$ cat config.mk
export PLATFORM = sky130hd
export DESIGN_NAME = debounce_sync
export DESIGN_NICKNAME = d
export VERILOG_FILES = /design/src/rtl/debounce_sync_pkg.sv /design/src/rtl/sync_chain.sv /design/src/rtl/debounce_sync.sv
export SDC_FILE = /design/constraint.sdc
export NUM_CORES = 1
export LEC_CHECK = 0
export BUFFER_PORTS_ARGS = -buffer_cell sky130_fd_sc_hd__buf_2
export CAP_MARGIN = 20
export CORE_UTILIZATION = 56
export CTS_CLUSTER_DIAMETER = 200
export DETAILED_ROUTE_END_ITERATION = 8
export HOLD_SLACK_MARGIN = 0.02
export PLACE_DENSITY = 0.8
export RECOVER_POWER = 100
export SETUP_SLACK_MARGIN = 0.2
export SLEW_MARGIN = 40
export SYNTH_ARGS = -nofsm -noshare
export SYNTH_HDL_FRONTEND = slang
export SYNTH_HIERARCHICAL = 1
export SYNTH_SLANG_ARGS = --single-unit
export TNS_END_PERCENT = 50
$ cat constraint.sdc
create_clock -name clk -period 2.1 [get_ports clk]
set_input_delay 0.315 -clock clk [delete_from_list [all_inputs] [get_ports clk]]
set_output_delay 0.315 -clock clk [all_outputs]
set_load 0.1 [all_outputs]
$ cat src/rtl/debounce_sync_pkg.sv
// rtl/debounce_sync_pkg.sv - shared constants for input debounce/synchronizer blocks
package debounce_sync_pkg;

  localparam logic [0:0] ST_IDLE  = 1'b0;
  localparam logic [0:0] ST_COUNT = 1'b1;

  localparam int GLITCH_CNT_W = 8;

  // Board-level default stability window, in clk cycles
  localparam int DB_CYCLES_DEFAULT = 1000;

  // Increment that sticks at all-ones instead of wrapping
  function automatic logic [GLITCH_CNT_W-1:0] sat_inc(input logic [GLITCH_CNT_W-1:0] v);
    return (v == {GLITCH_CNT_W{1'b1}}) ? v : v + GLITCH_CNT_W'(1);
  endfunction

endpackage

$ cat src/rtl/sync_chain.sv
// rtl/sync_chain.sv - multi-flop synchronizer for a single asynchronous bit
module sync_chain #(
  parameter int STAGES = 2
) (
  input  logic clk,
  input  logic rst_n,
  input  logic d,
  output logic q
);

  logic [STAGES-1:0] sr;

  // Shift the raw input through the chain; only the last flop is consumed
  always_ff @(posedge clk) begin
    if (!rst_n) begin
      sr <= '0;
    end else begin
      sr <= {sr[STAGES-2:0], d};
    end
  end

  assign q = sr[STAGES-1];

endmodule

$ cat src/rtl/debounce_sync.sv
// rtl/debounce_sync.sv - synchronizer + stability-counter debouncer; DEBOUNCE_GLITCH_CNT_EN enables glitch counting
module debounce_sync
  import debounce_sync_pkg::*;
#(
  parameter int SYNC_STAGES = 2,
  parameter int DB_CYCLES   = DB_CYCLES_DEFAULT
) (
  input  logic       clk,
  input  logic       rst_n,
  input  logic       din,
  output logic       dout,
  output logic       rise,
  output logic       fall,
  output logic       busy,
  output logic [7:0] glitch_cnt
);

  localparam int             CNT_W    = $clog2(DB_CYCLES);
  localparam logic [CNT_W-1:0] CNT_LAST = CNT_W'(DB_CYCLES - 1);

  logic             s;
  logic [0:0]       state;
  logic [CNT_W-1:0] cnt;

  sync_chain #(
    .STAGES(SYNC_STAGES)
  ) u_sync (
    .clk  (clk),
    .rst_n(rst_n),
    .d    (din),
    .q    (s)
  );

  // Debounce FSM: a differing synchronized level must hold DB_CYCLES samples to be accepted
  always_ff @(posedge clk) begin
    if (!rst_n) begin
      state <= ST_IDLE;
      cnt   <= '0;
      dout  <= 1'b0;
      rise  <= 1'b0;
      fall  <= 1'b0;
    end else begin
      rise <= 1'b0;
      fall <= 1'b0;
      case (state)
        ST_IDLE: begin
          if (s != dout) begin
            state <= ST_COUNT;
            cnt   <= CNT_W'(1);
          end
        end
        default: begin
          if (s == dout) begin
            state <= ST_IDLE;
            cnt   <= '0;
          end else if (cnt == CNT_LAST) begin
            state <= ST_IDLE;
            cnt   <= '0;
            dout  <= s;
            rise  <= s;
            fall  <= ~s;
          end else begin
            cnt <= cnt + CNT_W'(1);
          end
        end
      endcase
    end
  end

  assign busy = (state == ST_COUNT);

`ifdef DEBOUNCE_GLITCH_CNT_EN
  logic                    glitch_evt;
  logic [GLITCH_CNT_W-1:0] glitch_q;

  // A pending candidate that falls back to the current level is a glitch
  assign glitch_evt = (state == ST_COUNT) && (s == dout);

  // Saturating count of aborted transitions, cleared only by reset
  always_ff @(posedge clk) begin
    if (!rst_n) begin
      glitch_q <= '0;
    end else if (glitch_evt) begin
      glitch_q <= sat_inc(glitch_q);
    end
  end

  assign glitch_cnt = glitch_q;
`else
  assign glitch_cnt = 8'd0;
`endif

endmodule

==> results by group, run 1 <==
Status
  • Run status: finished, final reports clean

Global routing
  • Initial antenna violation count: 0
  • Grt total ovfl: 0
  • Via count of the first global-routing pass: 464
  • Largest net degree at the start of global routing: 12
  • GRT Overall Usage: 19.6%
  • First-pass GRT wire length: 2040 um

Synth
  • Xor/xnor share of the synthesized area: 3.27%
  • Post-synthesis mux area share: 1.24%
  • Compound-gate portion of the synthesized area: 13.8%
  • Synth unique cells: 30
  • Dominant synthesized flop cell: dfxtp_1
  • Synth warn: 6
  • Synthesized area per cell: 9.25 um2
  • #FFs+latches synth: 16
  • Mapped cell area: 805 um2
  • Syn Inst Count: 87
  • Number of synthesized flops with an enable pin: 0
  • Sequential fraction of the synthesis area: 39.8%
  • Largest family of logic cells by synthesized area: simple AND/OR/NAND/NOR gates
  • Fraction of registers with async set/reset: 0%
  • Adder-cell share of the synthesized area: 1.56%
  • Simple-gate area share of the yosys netlist: 28.0%

Final layout
  • Register area: 322 um2
  • Multi-input logic area: 404 um2
  • Syn-to-layout area delta: 1.71%
  • Utilization after layout: 62.1%
  • Commonest non-fill, non-tap cell in the layout: dfxtp_1
  • Post-layout nets: 98
  • Filler Cells Inserted: 110
  • Commonest non-fill, non-tap cells in the layout: dfxtp_1, a31oi_1, conb_1
  • Diode count: 0
  • Layout cell share with drive strength beyond 1: 9.68%

Pwr
  • Sw Ratio: 29.9%
  • Leak: 0.323 nW
  • P_sw: 0.178 mW
  • Pwr dens: 727 mW/mm2
  • Clock share of power: 34.5%
  • Worst IR Drop VDD: 0.403 mV
  • Combinational share of power: 13.5%
  • Part of the power in registers: 52.0%
  • Pint: 0.417 mW

Clocking
  • Htree depth: 1
  • Clk_lat worst skew: 0.29 ns
  • CTS Buf Count: 3
  • Clock slew at reported path FFs: 0.09 ns
  • # clock sinks: 16
  • CTS tree: yes
  • Post_cts resized: 0
  • CTS max path bufs: 2
  • Clk root buf: clkbuf_4
  • Hold buffer count at cts: 0
  • Post-CTS Setup Bufs: 0

Drt
  • Drt first pass iters: 4
  • Avg Vias per Cell: 5.86
  • Post-DR wirelength/cell: 12.4 um
  • Drt drc: 0
  • Initial DRC count: 31
  • Detail Route Antenna Nets: 0
  • Vias post-DR: 633
  • Total Wirelength: 1340 um

Floorplan
  • Die ar.: 0.00159 mm2
  • Rows: 13
  • Initial core utilization: 61.1%
  • Core area: 0.00132 mm2
  • IO Pins: 15
  • Die Ht: 39.9 um
  • DIE WIDTH: 39.9 um

Min path
  • Worst Hold Class: input pin to flop
  • Worst Hold Launch: din
  • Hold depth: 2

Timing
  • Tcrit/Tclk final: 84.3%
  • Max Clock Skew: 0.00520 ns
  • Unrepaired setup endpoints after global routing: false
  • Relative slew slack: 22.9%
  • Final Max Slew Viols: 0
  • Sum of negative setup slack: 0 ns
  • F_max: 565 MHz
  • Fin. Hold Viols: 0
  • Tightest Pin Transition: 1.16 ns
  • Final setup vio count: 0
  • Final min period: 1.77 ns

Worst setup path
  • Setup crit end kind: output port
  • Delay-heaviest family, CP: buffers and inverters
  • Worst Reg-to-Reg Cells: 5
  • CP Launch Point: fall
  • Worst path max stage delay: 0.85 ns
  • R2R Path Start: cnt[0]
  • Crit path cell chain: clkbuf_1
  • Worst Path Arrival: 1.45 ns
  • WS Path Type: flop to output port
  • Startpoint class of the critical path: flop
  • CP Data Required Time: 1.78 ns
  • WP buf/inv: 1
  • CP max FO: 1
  • Slowest CP cell: clkbuf_1
  • Worst path depth: 1

Placement
  • Hpwl dp: 947 um
  • Global placement routability congestion: 0.846
  • Number of port buffers: 6

Flow run
  • MaxCap Viol Count: 0
==> flip-flops by register name (all words and copies together), names as in the netlist <==
signal,count
busy,1
cnt,10
dout,1
fall,1
rise,1
u_sync/sr,2
==> path summary, 6_finish.rpt <==
| path | slack, ns | endpoint |
|---|---|---|
| worst max register to register | 0.44 | rise |
| worst max-delay path | 0.33 | fall |
| worst min-delay path | 0.23 | u_sync/sr[0] |
| worst min register to register | 0.45 | u_sync/sr[1] |
==> power groups by stage <==
stage | registers (mW) | clock network, mW | logic, mW
after floorplan | 0.320 | 0 | 0.0822
after global placement | 0.317 | 0 | 0.0806
after detailed placement | 0.317 | 0 | 0.0808
after CTS | 0.310 | 0.210 | 0.0809
after global routing | 0.310 | 0.221 | 0.0839
final | 0.310 | 0.205 | 0.0805
==> layout make-up <==
| cell class | instances | area share, % |
|---|---|---|
| repair buffers | 6 | 3.21 |
| flip-flops and latches | 16 | 39.3 |
| multi-input cells | 64 | 49.4 |
| inverters | 3 | 1.38 |
| well taps | 15 | 2.29 |
| clock buffers | 4 | 4.43 |
==> synth_stat cells (2+ instances only) <==
| cell type | count | area share (%) |
|---|---|---|
| dfxtp_1 | 16 | 40 |
| a31oi_1 | 9 | 7.0 |
| buf_4 | 9 | 8.4 |
| and3_1 | 5 | 3.9 |
| nand2_1 | 5 | 2.3 |
| nand3_1 | 5 | 3.1 |
| nor2_1 | 4 | 1.9 |
| and2_1 | 3 | 2.3 |
| inv_1 | 3 | 1.4 |
| nand4_1 | 3 | 2.3 |
| and4_1 | 2 | 2.2 |
| nand4b_1 | 2 | 2.2 |
| nor3b_2 | 2 | 3.1 |
| o22ai_1 | 2 | 1.6 |
| xnor2_1 | 2 | 2.2 |
==> per-layer routing <==
metal,vias up,track usage (%),routed length (um)
met3,2,5.11,70
met5,-,0,0
li1,320,-,-
met1,286,29.4,685
met2,25,25.8,566
met4,0,7.76,20
==> cell families after synthesis <==
family                   count (synthesis)
AND/OR/NAND/NOR                         35
AO/OA/AOI/OAI                           16
flip-flops                              16
buffers and inverters                   14
XOR/XNOR                                 3
adder cells (fa/ha/maj)                  1
other                                    1
multiplexers                             1
==> per-stage QoR <==
step / setup slack [ns] / instances / cell area (um2) / total power [mW] / hold slack [ns]
5_1_grt: 0.273 / 108 / 818 / 0.615 / 0.222
6_report: 0.331 / 108 / 818 / 0.595 / 0.234
2_1_floorplan: 0.315 / 94 / 832 / 0.402 / 0.412
3_5_place_dp: 0.478 / 104 / 797 / 0.397 / 0.424
4_1_cts: 0.451 / 108 / 833 / 0.601 / 0.228
3_3_place_gp: 0.551 / 104 / 797 / 0.397 / 0.416
No activity file was read; power rests on OpenSTA's default activity.
==> inputs of run 2 (changes only) <==
- CORE_UTILIZATION: 56 -> 52
- PLACE_DENSITY: 0.8 -> 0.75
- clock period: 2.1 -> 1.8 ns (I/O delays scaled with it)
==> run 2 against run 1 <==
Highest routed layer is now met3. First-iteration DRC count down 61%. Wire length shrank 1.3%. Clock power fell by 14%. Critical endpoint is now cnt[1].
==> results by group, run 2 (synthesized netlist as in run 1, its figures left out) <==
Pwr
  • Combinational share of power: 14.9%
  • Part of the power in registers: 57.2%
  • Leak: 0.341 nW
  • Clock share of power: 27.9%
  • Sw Ratio: 30.2%
  • Pwr dens: 757 mW/mm2
  • P_sw: 0.191 mW
  • Worst IR Drop VDD: 0.437 mV
  • Pint: 0.442 mW

Timing
  • Final min period: 1.60 ns
  • Tightest Pin Transition: 0.540 ns
  • Relative slew slack: 64.2%
  • Max Clock Skew: 0.00343 ns
  • Final setup vio count: 0
  • Final Max Slew Viols: 0
  • Tcrit/Tclk final: 89.0%
  • F_max: 624 MHz
  • Sum of negative setup slack: 0 ns
  • Unrepaired setup endpoints after global routing: true
  • Fin. Hold Viols: 0

Final layout
  • Post-layout nets: 98
  • Diode count: 0
  • Utilization after layout: 61.2%
  • Commonest non-fill, non-tap cells in the layout: dfxtp_1, a31oi_1, conb_1
  • Max reg flops: 10
  • Commonest non-fill, non-tap cell in the layout: dfxtp_1
  • Layout cell share with drive strength beyond 1: 17.4%
  • Top flop regs: cnt (10), u_sync/sr (2)
  • Syn-to-layout area delta: 3.89%
  • Filler Cells Inserted: 119
  • Most flops, register: cnt

Global routing
  • Largest net degree at the start of global routing: 12
  • Via count of the first global-routing pass: 445
  • GRT Overall Usage: 17.2%
  • Grt total ovfl: 0
  • Initial antenna violation count: 0
  • First-pass GRT wire length: 1880 um

Drt
  • Drt first pass iters: 4
  • Total Wirelength: 1320 um
  • Post-DR wirelength/cell: 12.4 um
  • Avg Vias per Cell: 5.91
  • Detail Route Antenna Nets: 0
  • Initial DRC count: 12
  • Vias post-DR: 632
  • Drt drc: 0

Floorplan
  • Rows: 13
  • Die Ht: 41.3 um
  • Core area: 0.00137 mm2
  • DIE WIDTH: 41.3 um
  • Initial core utilization: 58.9%
  • IO Pins: 15
  • Die ar.: 0.00171 mm2

Clocking
  • CTS Buf Count: 3
  • Hold buffer count at cts: 0
  • Clock slew at reported path FFs: 0.08 ns
  • Clk root buf: clkbuf_4
  • # clock sinks: 16
  • Htree depth: 1
  • CTS max path bufs: 2
  • Post-CTS Setup Bufs: 0
  • CTS tree: yes
  • Clk_lat worst skew: 0.28 ns

Placement
  • Hpwl dp: 974 um
  • Global placement routability congestion: 0.806
  • Number of port buffers: 6

Status
  • Run status: finished, final reports clean

Worst setup path
  • Slowest CP cell: dfxtp_2
  • Crit path cell chain: ha_1, and4bb_1, nand3_2, a32oi_1, nor2_1
  • Startpoint class of the critical path: flop
  • CP max FO: 11
  • WS Path Type: flop to flop
  • Worst R2R Setup Slack: 0.20 ns
  • CP Data Required Time: 1.96 ns
  • Worst Reg-to-Reg Cells: 5
  • R2R Path End: cnt[1]
  • R2R Path Start: cnt[0]
  • Setup crit end kind: flop
  • Worst path max stage delay: 0.36 ns
  • Worst Path Arrival: 1.77 ns

Flow run
  • MaxCap Viol Count: 0

Min path
  • Hold depth: 2
  • Worst Hold Class: input pin to flop
  • Worst Hold Endpoint: u_sync/sr[0]
  • Worst Hold Launch: din
-- run 2: power groups by stage --
stage	Sequential (mW)	Clock, mW	Combinational [mW]
6_report	0.362	0.177	0.0939
5_1_grt	0.362	0.203	0.0974
4_1_cts	0.361	0.185	0.0937
3_5_place_dp	0.370	0	0.0935
3_3_place_gp	0.369	0	0.0942
2_1_floorplan	0.373	0	0.0959
-- run 2: how the worst max path moves through the flow --
| stage | from | end | slack (ns) | cells past startpoint |
|---|---|---|---|---|
| 2_1_floorplan | dout | cnt[5] | 0.21 | 5 |
| 3_3_place_gp | cnt[0] | cnt[1] | 0.24 | 5 |
| 3_5_place_dp | cnt[0] | cnt[1] | 0.11 | 5 |
| 4_1_cts | cnt[0] | rise | 0.21 | 5 |
| 5_1_grt | cnt[0] | cnt[1] | 0.13 | 5 |
| 6_report | cnt[0] | cnt[1] | 0.20 | 5 |
-- run 2: layer usage --
metal	vias up	share of wire (%)	global-route usage [%]
met5	-	0	0
met4	0	0	2.42
met3	0	7.3	9.57
met2	26	40	24.2
met1	286	52	23.3
li1	320	-	-
-- run 2: through the flow --
step	area, um2	setup WS [ns]	hold WS (ns)	power [mW]	instances
after global placement	798	0.244	0.414	0.464	104
after CTS	826	0.214	0.178	0.640	107
after global routing	836	0.127	0.173	0.662	107
after detailed placement	798	0.114	0.421	0.463	104
final	836	0.198	0.187	0.632	107
after floorplan	833	0.214	0.392	0.469	94
-- run 2: cell type report --
class / instances / area, um2 / share of cell area (%)
multi-input cells: 64 / 429 / 51.3
repair buffers: 6 / 28.8 / 3.44
flip-flops and latches: 16 / 325 / 38.9
clock buffers: 3 / 22.5 / 2.69
inverters: 3 / 11.3 / 1.35
well taps: 15 / 18.8 / 2.25
-- run 2: worst max-delay path, delay by kind of cell, from the launching register on --
kind / cells / cell delay [ns]
AOI/OAI and AO/OA: 1 / 0.29
adders and majority gates: 1 / 0.22
and+or+nand+nor: 3 / 0.62
DFF: 1 / 0.36
-- run 2: repair_timing --
item / CTS / global route
resized for setup: 1 / 5
pin swaps: 0 / 1
endpoints found under the setup margin: 6 / 8
cloned: 0 / 0
